--- src/rtl/dram_req_dispatcher_if.sv ---
`default_nettype none
// ============================================================================
// Module   : dram_req_dispatcher_if
// Purpose  : Bundles the request-FIFO handshake, refresh handshake and DRAM
//            command bus used by dram_req_dispatcher.
// Ports    : fifo_dataout/fifo_empty/fifo_rd_en - request FIFO side
//            ref_req/ref_ack                     - refresh handshake
//            cmd/row_addr/col_addr               - DRAM command bus
//            busy/req_done                       - status
//            master modport: the dispatcher; slave modport: its environment.
// Revision : 1.0 - initial release
// ============================================================================
interface dram_req_dispatcher_if #(
    parameter int ROW_W = 4,
    parameter int COL_W = 3
);
    localparam int REQ_W = 1 + ROW_W + COL_W;

    logic [REQ_W-1:0] fifo_dataout;
    logic             fifo_empty;
    logic             fifo_rd_en;
    logic             ref_req;
    logic             ref_ack;
    logic [2:0]       cmd;
    logic [ROW_W-1:0] row_addr;
    logic [COL_W-1:0] col_addr;
    logic             busy;
    logic             req_done;

    modport master (
        input  fifo_dataout, fifo_empty, ref_req,
        output fifo_rd_en, ref_ack, cmd, row_addr, col_addr, busy, req_done
    );

    modport slave (
        output fifo_dataout, fifo_empty, ref_req,
        input  fifo_rd_en, ref_ack, cmd, row_addr, col_addr, busy, req_done
    );
endinterface
`default_nettype wire

--- src/rtl/dram_req_dispatcher.sv ---
`default_nettype none
// ============================================================================
// Module   : dram_req_dispatcher
// Purpose  : Pops {we,row,col} requests from a request FIFO and sequences
//            ACT -> RD/WR -> PRE on a single DRAM bank honouring tRCD, tRAS
//            and tRP; serves level refresh requests (REF, tRFC) from IDLE
//            with priority over pending requests.
// Ports    : clk, rst  - clock, synchronous active-high reset
//            bus       - dram_req_dispatcher_if.master (FIFO, refresh,
//                        command bus and status; all outputs registered)
// Revision : 1.0 - initial release
// ============================================================================
module dram_req_dispatcher #(
    parameter int ROW_W = 4,
    parameter int COL_W = 3,
    parameter int T_RCD = 2,
    parameter int T_RAS = 5,
    parameter int T_RP  = 2,
    parameter int T_RFC = 6
) (
    input  logic                  clk,
    input  logic                  rst,
    dram_req_dispatcher_if.master bus
);
    localparam int c_MAX_A  = (T_RCD > T_RAS) ? T_RCD : T_RAS;
    localparam int c_MAX_B  = (T_RP > T_RFC) ? T_RP : T_RFC;
    localparam int c_T_MAX  = (c_MAX_A > c_MAX_B) ? c_MAX_A : c_MAX_B;
    localparam int c_CNT_W  = $clog2(c_T_MAX + 1);

    // Each phase counter starts at 0 in the cycle its command is on the bus,
    // so an action due T cycles later is decided when the counter reads T-1.
    localparam logic [c_CNT_W-1:0] c_CNT_ONE  = c_CNT_W'(1);
    localparam logic [c_CNT_W-1:0] c_RCD_LAST = c_CNT_W'(T_RCD - 1);
    localparam logic [c_CNT_W-1:0] c_RAS_LAST = c_CNT_W'(T_RAS - 1);
    localparam logic [c_CNT_W-1:0] c_RP_LAST  = c_CNT_W'(T_RP - 1);
    localparam logic [c_CNT_W-1:0] c_RFC_LAST = c_CNT_W'(T_RFC - 1);

    localparam logic [2:0] c_CMD_NOP = 3'b000;
    localparam logic [2:0] c_CMD_ACT = 3'b001;
    localparam logic [2:0] c_CMD_RD  = 3'b010;
    localparam logic [2:0] c_CMD_WR  = 3'b011;
    localparam logic [2:0] c_CMD_PRE = 3'b100;
    localparam logic [2:0] c_CMD_REF = 3'b101;

    localparam logic [2:0] c_ST_IDLE     = 3'd0;
    localparam logic [2:0] c_ST_POP      = 3'd1;
    localparam logic [2:0] c_ST_FETCH    = 3'd2;
    localparam logic [2:0] c_ST_ACT_WAIT = 3'd3;
    localparam logic [2:0] c_ST_PRE_WAIT = 3'd4;
    localparam logic [2:0] c_ST_REF_WAIT = 3'd5;

    logic [2:0]         r_state;
    logic [c_CNT_W-1:0] r_cnt;
    logic [2:0]         r_cmd;
    logic               r_rd_en;
    logic               r_ref_ack;
    logic               r_req_done;
    logic               r_busy;
    logic [ROW_W-1:0]   r_row;
    logic [COL_W-1:0]   r_col;
    logic               r_we;

    logic [2:0]         w_state_next;
    logic [c_CNT_W-1:0] w_cnt_next;
    logic [2:0]         w_cmd_next;
    logic               w_rd_en_next;
    logic               w_ref_ack_next;
    logic               w_req_done_next;
    logic               w_busy_next;
    logic [ROW_W-1:0]   w_row_next;
    logic [COL_W-1:0]   w_col_next;
    logic               w_we_next;

    // Next-state and next-output decode; every output is the registered
    // version of its w_*_next value so the bus never sees combinational paths.
    always_comb begin
        w_state_next    = r_state;
        w_cnt_next      = r_cnt;
        w_cmd_next      = c_CMD_NOP;
        w_rd_en_next    = 1'b0;
        w_ref_ack_next  = 1'b0;
        w_req_done_next = 1'b0;
        w_row_next      = r_row;
        w_col_next      = r_col;
        w_we_next       = r_we;

        case (r_state)
            c_ST_IDLE: begin
                w_cnt_next = '0;
                if (bus.ref_req) begin
                    // Refresh wins over a non-empty FIFO.
                    w_state_next   = c_ST_REF_WAIT;
                    w_cmd_next     = c_CMD_REF;
                    w_ref_ack_next = 1'b1;
                end else if (!bus.fifo_empty) begin
                    w_state_next = c_ST_POP;
                    w_rd_en_next = 1'b1;
                end
            end
            c_ST_POP: begin
                // FIFO presents the popped word during the following cycle.
                w_state_next = c_ST_FETCH;
            end
            c_ST_FETCH: begin
                {w_we_next, w_row_next, w_col_next} = bus.fifo_dataout;
                w_cmd_next   = c_CMD_ACT;
                w_state_next = c_ST_ACT_WAIT;
                w_cnt_next   = '0;
            end
            c_ST_ACT_WAIT: begin
                w_cnt_next = r_cnt + c_CNT_ONE;
                if (r_cnt == c_RCD_LAST) begin
                    w_cmd_next = r_we ? c_CMD_WR : c_CMD_RD;
                end
                if (r_cnt == c_RAS_LAST) begin
                    w_cmd_next      = c_CMD_PRE;
                    w_req_done_next = 1'b1;
                    w_state_next    = c_ST_PRE_WAIT;
                    w_cnt_next      = '0;
                end
            end
            c_ST_PRE_WAIT: begin
                if (r_cnt == c_RP_LAST) begin
                    w_state_next = c_ST_IDLE;
                    w_cnt_next   = '0;
                end else begin
                    w_cnt_next = r_cnt + c_CNT_ONE;
                end
            end
            c_ST_REF_WAIT: begin
                if (r_cnt == c_RFC_LAST) begin
                    w_state_next = c_ST_IDLE;
                    w_cnt_next   = '0;
                end else begin
                    w_cnt_next = r_cnt + c_CNT_ONE;
                end
            end
            default: begin
                w_state_next = c_ST_IDLE;
                w_cnt_next   = '0;
            end
        endcase

        w_busy_next = (w_state_next != c_ST_IDLE);
    end

    // Reset drops any captured request: no RD/WR/PRE can follow it.
    always_ff @(posedge clk) begin
        if (rst) begin
            r_state    <= c_ST_IDLE;
            r_cnt      <= '0;
            r_cmd      <= c_CMD_NOP;
            r_rd_en    <= 1'b0;
            r_ref_ack  <= 1'b0;
            r_req_done <= 1'b0;
            r_busy     <= 1'b0;
            r_row      <= '0;
            r_col      <= '0;
            r_we       <= 1'b0;
        end else begin
            r_state    <= w_state_next;
            r_cnt      <= w_cnt_next;
            r_cmd      <= w_cmd_next;
            r_rd_en    <= w_rd_en_next;
            r_ref_ack  <= w_ref_ack_next;
            r_req_done <= w_req_done_next;
            r_busy     <= w_busy_next;
            r_row      <= w_row_next;
            r_col      <= w_col_next;
            r_we       <= w_we_next;
        end
    end

    assign bus.cmd        = r_cmd;
    assign bus.fifo_rd_en = r_rd_en;
    assign bus.ref_ack    = r_ref_ack;
    assign bus.req_done   = r_req_done;
    assign bus.busy       = r_busy;
    assign bus.row_addr   = r_row;
    assign bus.col_addr   = r_col;
endmodule
`default_nettype wire
--- src/flat_wrapper.sv ---
// flat-port wrapper written by rule: the top's interface ports become plain ports
module dram_req_dispatcher_flat 
#(
    parameter int ROW_W = 4,
    parameter int COL_W = 3,
    parameter int T_RCD = 2,
    parameter int T_RAS = 5,
    parameter int T_RP  = 2,
    parameter int T_RFC = 6
)
  (clk, rst, bus_fifo_dataout, bus_fifo_empty, bus_ref_req, bus_fifo_rd_en, bus_ref_ack, bus_cmd, bus_row_addr, bus_col_addr, bus_busy, bus_req_done);
  dram_req_dispatcher_if #(.ROW_W(ROW_W), .COL_W(COL_W)) bus_i ();
  input  logic clk;
  input  logic rst;
  input wire logic [$bits(bus_i.fifo_dataout)-1:0] bus_fifo_dataout;
  input wire logic [$bits(bus_i.fifo_empty)-1:0] bus_fifo_empty;
  input wire logic [$bits(bus_i.ref_req)-1:0] bus_ref_req;
  output wire logic [$bits(bus_i.fifo_rd_en)-1:0] bus_fifo_rd_en;
  output wire logic [$bits(bus_i.ref_ack)-1:0] bus_ref_ack;
  output wire logic [$bits(bus_i.cmd)-1:0] bus_cmd;
  output wire logic [$bits(bus_i.row_addr)-1:0] bus_row_addr;
  output wire logic [$bits(bus_i.col_addr)-1:0] bus_col_addr;
  output wire logic [$bits(bus_i.busy)-1:0] bus_busy;
  output wire logic [$bits(bus_i.req_done)-1:0] bus_req_done;
  assign bus_i.fifo_dataout = bus_fifo_dataout;
  assign bus_i.fifo_empty = bus_fifo_empty;
  assign bus_i.ref_req = bus_ref_req;
  assign bus_fifo_rd_en = bus_i.fifo_rd_en;
  assign bus_ref_ack = bus_i.ref_ack;
  assign bus_cmd = bus_i.cmd;
  assign bus_row_addr = bus_i.row_addr;
  assign bus_col_addr = bus_i.col_addr;
  assign bus_busy = bus_i.busy;
  assign bus_req_done = bus_i.req_done;
  dram_req_dispatcher #(.ROW_W(ROW_W), .COL_W(COL_W), .T_RCD(T_RCD), .T_RAS(T_RAS), .T_RP(T_RP), .T_RFC(T_RFC)) u_core (.clk(clk), .rst(rst), .bus(bus_i));
endmodule
--- config.mk ---
export PLATFORM = sky130hd
export DESIGN_NAME = dram_req_dispatcher_flat
export DESIGN_NICKNAME = d
export VERILOG_FILES = /design/src/rtl/dram_req_dispatcher_if.sv /design/src/rtl/dram_req_dispatcher.sv /design/src/flat_wrapper.sv
export SDC_FILE = /design/constraint.sdc
export NUM_CORES = 1
export LEC_CHECK = 0
export BUFFER_PORTS_ARGS = -buffer_cell sky130_fd_sc_hd__clkbuf_2
export CORE_MARGIN = 2
export CORE_UTILIZATION = 25
export DETAILED_ROUTE_END_ITERATION = 16
export GPL_TIMING_DRIVEN = 0
export SLEW_MARGIN = 10
export SYNTH_ARGS = -nofsm -noshare
export SYNTH_HDL_FRONTEND = slang
export SYNTH_SLANG_ARGS = --single-unit
--- constraint.sdc ---
create_clock -name clk -period 1.4 [get_ports clk]
set_input_delay 0.21 -clock clk [delete_from_list [all_inputs] [get_ports clk]]
set_output_delay 0.21 -clock clk [all_outputs]
set_load 0.02 [all_outputs]
Yosys cells after proc, flatten, opt, wreduce, memory -nomap -nowiden
Index checks and enable logic that the tools add are counted.
- input port bits: 12
- bits in registers: 21
- output and inout port bits: 14
- bitwise logic cells: 2
- reductions and logical operators: 5
- equal/unequal tests: 8
- mux-type cells: 18
- add/subtract/negate cells: 1
- operators by type and width (operator ; number):
    2-to-1 mux 3 bit ; 11
    one-hot mux 3 bit (6 select lines) ; 1
    == test 3 bit, second input constant ; 4
    one-hot mux 3 bit (4 select lines) ; 1
    one-hot mux 3 bit (3 select lines) ; 1
    == test 3 x 1 -> 1 bit, second input constant ; 2
    == test 3 x 2 -> 1 bit, second input constant ; 2
    2-to-1 mux 1 bit ; 4
    OR reduction 2 bit ; 2
    adder 3 x 1 -> 3 bit, second input constant ; 1
    logical NOT 3 bit ; 1
    nonzero test 3 bit ; 1
    OR reduction 3 bit ; 1
    inverter 1 bit ; 2

Longest topological paths before layout
- depth in word-level cells: 4
- mapped depth: 6
- mapped depth without buffers: 6

Worst setup path before layout
Ideal clock, no wire load.
- kind: register to register
- from: register u_core.r_cnt[0]
- to: register u_core.r_cnt[0]
- period minus slack after synthesis: 1.290 ns
- stages on the path, launching flop included: 6
- data required time: 1.321 ns
- data arrival time: 1.211 ns
- setup time: 0.079 ns
- slack: 0.110 ns
- buffers on the path: 0
- cell sequence: dfxtp_1 > inv_1 > ha_1 > o32ai_4 > nor3_1 > a211oi_2
- cells in the longest elaborated chain, start to end: 3
- RTL lines (what ; RTL line ; source):
    from (decl) ; dram_req_dispatcher.sv:53 ; logic [c_CNT_W-1:0] r_cnt;
    from (signal assigned) ; dram_req_dispatcher.sv:162 ; r_cnt <= w_cnt_next;
    adder 3 x 1 -> 3 bit, or another cell as far along ; dram_req_dispatcher.sv:111, dram_req_dispatcher.sv:127, dram_req_dispatcher.sv:135 ;
    2-to-1 mux 3 bit (on tied branches) ; dram_req_dispatcher.sv:131, dram_req_dispatcher.sv:115, dram_req_dispatcher.sv:123 ;
    one-hot mux 3 bit (4 select lines) (*) ; dram_req_dispatcher.sv:87 ; case (r_state)
Mark *: on every way between the ends. The rest lies on a longest branch, timed or not.
A chain may end at the register's enable or synchronous reset.

Worst setup path after layout
- from: register u_core.r_state[2]
- to: register u_core.r_cnt[2]
- cells in the longest elaborated chain, start to end: 2
- RTL lines (what ; RTL line ; source):
    from (decl) ; dram_req_dispatcher.sv:52 ; logic [2:0] r_state;
    from (signal assigned) ; dram_req_dispatcher.sv:150 ; r_state <= c_ST_IDLE;
    from (signal assigned) ; dram_req_dispatcher.sv:161 ; r_state <= w_state_next;
    == test 3 bit, or another cell as far along ; dram_req_dispatcher.sv:87 ;
    one-hot mux 3 bit (4 select lines) ; dram_req_dispatcher.sv:87 ;
Several ways; a longest one is shown, not always the timed one.

==> flow_summary_export.csv <==
group,metric,value,unit
floorplanning,core,3660,um^2
worst_hold_path,hold_class,"primary input to flop",
global_routing,antenna_found_initial,0,
sta,fin_crit_sh,0.934,
global_routing,grt_overflow,0,
logic_synthesis,synth_cell_types,34,
detailed_routing,wire_per_inst,11.4,um
logic_synthesis,yosys_warnings,0,
global_routing,grt_pass1_vias,781,
logic_synthesis,synth_area_leaders,"dfxtp_1 44%, mux2i_1 8.4%, nor2_1 5.9%",
sta,grt_setup_unrepaired,"false",
floorplanning,die_w,65.9,um
global_routing,grt_max_degree,12,
finish,multiInputGateArea,513,um^2
logic_synthesis,synth_most_common_cell,"dfxtp_1",
worst_setup_path,path_cells,"buf_6 -> nand2b_4 -> o32ai_4 -> o22ai_1 -> a21oi_1",
logic_synthesis,synth_top_area_cell,"dfxtp_1",
logic_synthesis,synth_cells,99,
detailed_routing,via_per_inst,4.39,
power_and_ir_drop,power,1.95,mW
logic_synthesis,synth-seq-cells,21,
place,hpwl,1520,um
run_status,status,"completed",
detailed_routing,route.antenna.remaining_nets,0,
detailed_routing,routed_wl,2010,um
clock_tree,htreeDepth,1,
finish,finish.instance_area,1230,um^2
sta,fin_skew,0.00538,ns
clock_tree,cts_sinks,21,
logic_synthesis,synth_area,958,um^2
clock_tree,postCtsHoldBufs,0,
finish,n_antenna_cell,0,
clock_tree,root_buffer,"clkbuf_8",
worst_setup_path,crit_family,"compound AO/OA/AOI/OAI gates",
logic_synthesis,synth-async-reset-ratio,0,
sta,timing.fmax,765,MHz
logic_synthesis,ys_seq_area_frac,0.439,
place,portBuffers,25,
sta,final-setup-viol-count,0,
finish,utilization,0.336,
logic_synthesis,syn_nets,114,
place,placed_area,1140,um^2
finish,seqCellArea,424,um^2
logic_synthesis,synth_top_cells_by_count,"21 x dfxtp_1, 15 x nor2_1, 8 x mux2i_1",
finish,fin_cells,176,
place,place_congestion,0.748,
floorplanning,dieArea,4340,um^2
power_and_ir_drop,p_leak,0.501,nW
sta,finalHoldViolations,0,
place,dpl.cell_count,172,
floorplanning,die_y,65.9,um
detailed_routing,drt-initial-drc-count,19,
clock_tree,clk_latency,0.26,ns
sta,fin_crit,1.31,ns
sta,slew_violations,0,
sta,worstMarginPinSlew,0.419,ns
power_and_ir_drop,power_density,1590,nW/um^2
run,drv_cap,0,
worst_setup_path,crit_type,"flop to flop",
worst_setup_path,critPathRequiredTime,1.59,ns
detailed_routing,drc,0,
clock_tree,cts_tree,"built",
worst_setup_path,path_buf_inv,1,
power_and_ir_drop,max-vdd-ir-drop,722,uV
sta,whs,0.134,ns
worst_setup_path,startpoint_type,"flop",
floorplanning,num_rows,22,
finish,drive_gt1_frac,0.352,
detailed_routing,vias,773,
logic_synthesis,synth_edf_count,0,
floorplanning,io_pins,26,
logic_synthesis,synth_ff_type,"dfxtp_1",
floorplanning,start_util,0.262,
finish,area.growth.synth_to_final,28.2,%
logic_synthesis,synth_area_per_cell,9.68,um^2
clock_tree,cts_buffers,3,
clock_tree,clk_pin_slew_worst_paths,0.08,ns
logic_synthesis,synth_top_area_frac,0.439,
finish,fillers,388,
detailed_routing,dr.pass1.iters,4,
place,dp_slack,-0.0132,ns
worst_setup_path,end_kind,"flop",
finish,nets,144,
clock_tree,cts_setup_buffers,0,
sta,slew-limit-headroom,0.721,
worst_setup_path,worstPathMaxFanout,10,
sta,fin_ws,0.0931,ns
clock_tree,clockBufferDepth,2,
global_routing,grt_pass1_wl,3350,um
sta,fin_tns_setup,0,ns
worst_setup_path,cpMaxStageDelayCell,"o32ai_4",
global_routing,gr-usage-all-layers,0.101,
worst_setup_path,critPathMaxStageDelay,0.33,ns
worst_setup_path,crit_arrival,1.50,ns
## path summary, 6_finish.rpt
kind / from / end / slack (ns) / cells after the start
worst max-delay path: u_core.r_state[2] / u_core.r_cnt[2] / 0.09 / 5
worst min-delay path: bus_fifo_empty / u_core.bus.fifo_rd_en / 0.13 / 2
worst max register to register: u_core.r_state[2] / u_core.r_cnt[2] / 0.09 / 5
worst min register to register: u_core.r_cnt[0] / u_core.r_cnt[0] / 0.47 / 1
## power breakdown
group	internal, mW	switching [mW]
Sequential	0.699	0.0678
Combinational	0.334	0.448
Clock	0.203	0.197
Total	1.24	0.712
## layout make-up
class,count,share of cell area
flip-flops and latches,21,0.345
repair buffers,25,0.102
well taps,48,0.0489
plain buffers,5,0.0346
clock buffers,4,0.0367
multi-input cells,68,0.418
inverters,5,0.0153
## flip-flops by register name, indices dropped and copies added, names as in the netlist
signal                 cells
u_core.bus.busy            1
u_core.bus.cmd             3
u_core.bus.col_addr        3
u_core.bus.fifo_rd_en      1
u_core.bus.ref_ack         1
u_core.bus.req_done        1
u_core.bus.row_addr        4
u_core.r_cnt               3
u_core.r_state             3
u_core.r_we                1
## what timing repair did
action,in CTS,in global routing
gates resized for setup,2,11
setup endpoints to repair,2,5
pin swaps,0,1
## cell usage in the layout (no fill, tap or decap), types with 2 or more instances in the layout
cell,netlist,routed
clkbuf_2,0,25
dfxtp_1,21,20
nor2_1,15,15
mux2i_1,8,8
inv_1,4,4
nand2_1,4,4
nand2b_1,4,4
buf_6,1,3
a21oi_1,5,3
a31oi_1,3,3
clkbuf_8,0,3
nand3_1,2,2
nand4_1,2,2
a21oi_2,0,2
clkbuf_1,1,2
nor3b_1,3,2
o21ai_0,2,2
ha_1,3,2
## per-layer routing
metal  vias up  wire, um  track usage
met3         4       146       0.0358
met5         -         0            0
li1        397         -            -
met1       346       828        0.108
met2        26      1010        0.186
met4         0        24       0.0313
## cell families after synthesis
group | share of synthesized area
compound gates | 0.127
fa+ha+maj | 0.0392
simple gates | 0.242
mux | 0.0836
xor+xnor | 0.0170
flops | 0.439
buf+inv | 0.0535
(Power assumes the default switching activity.)
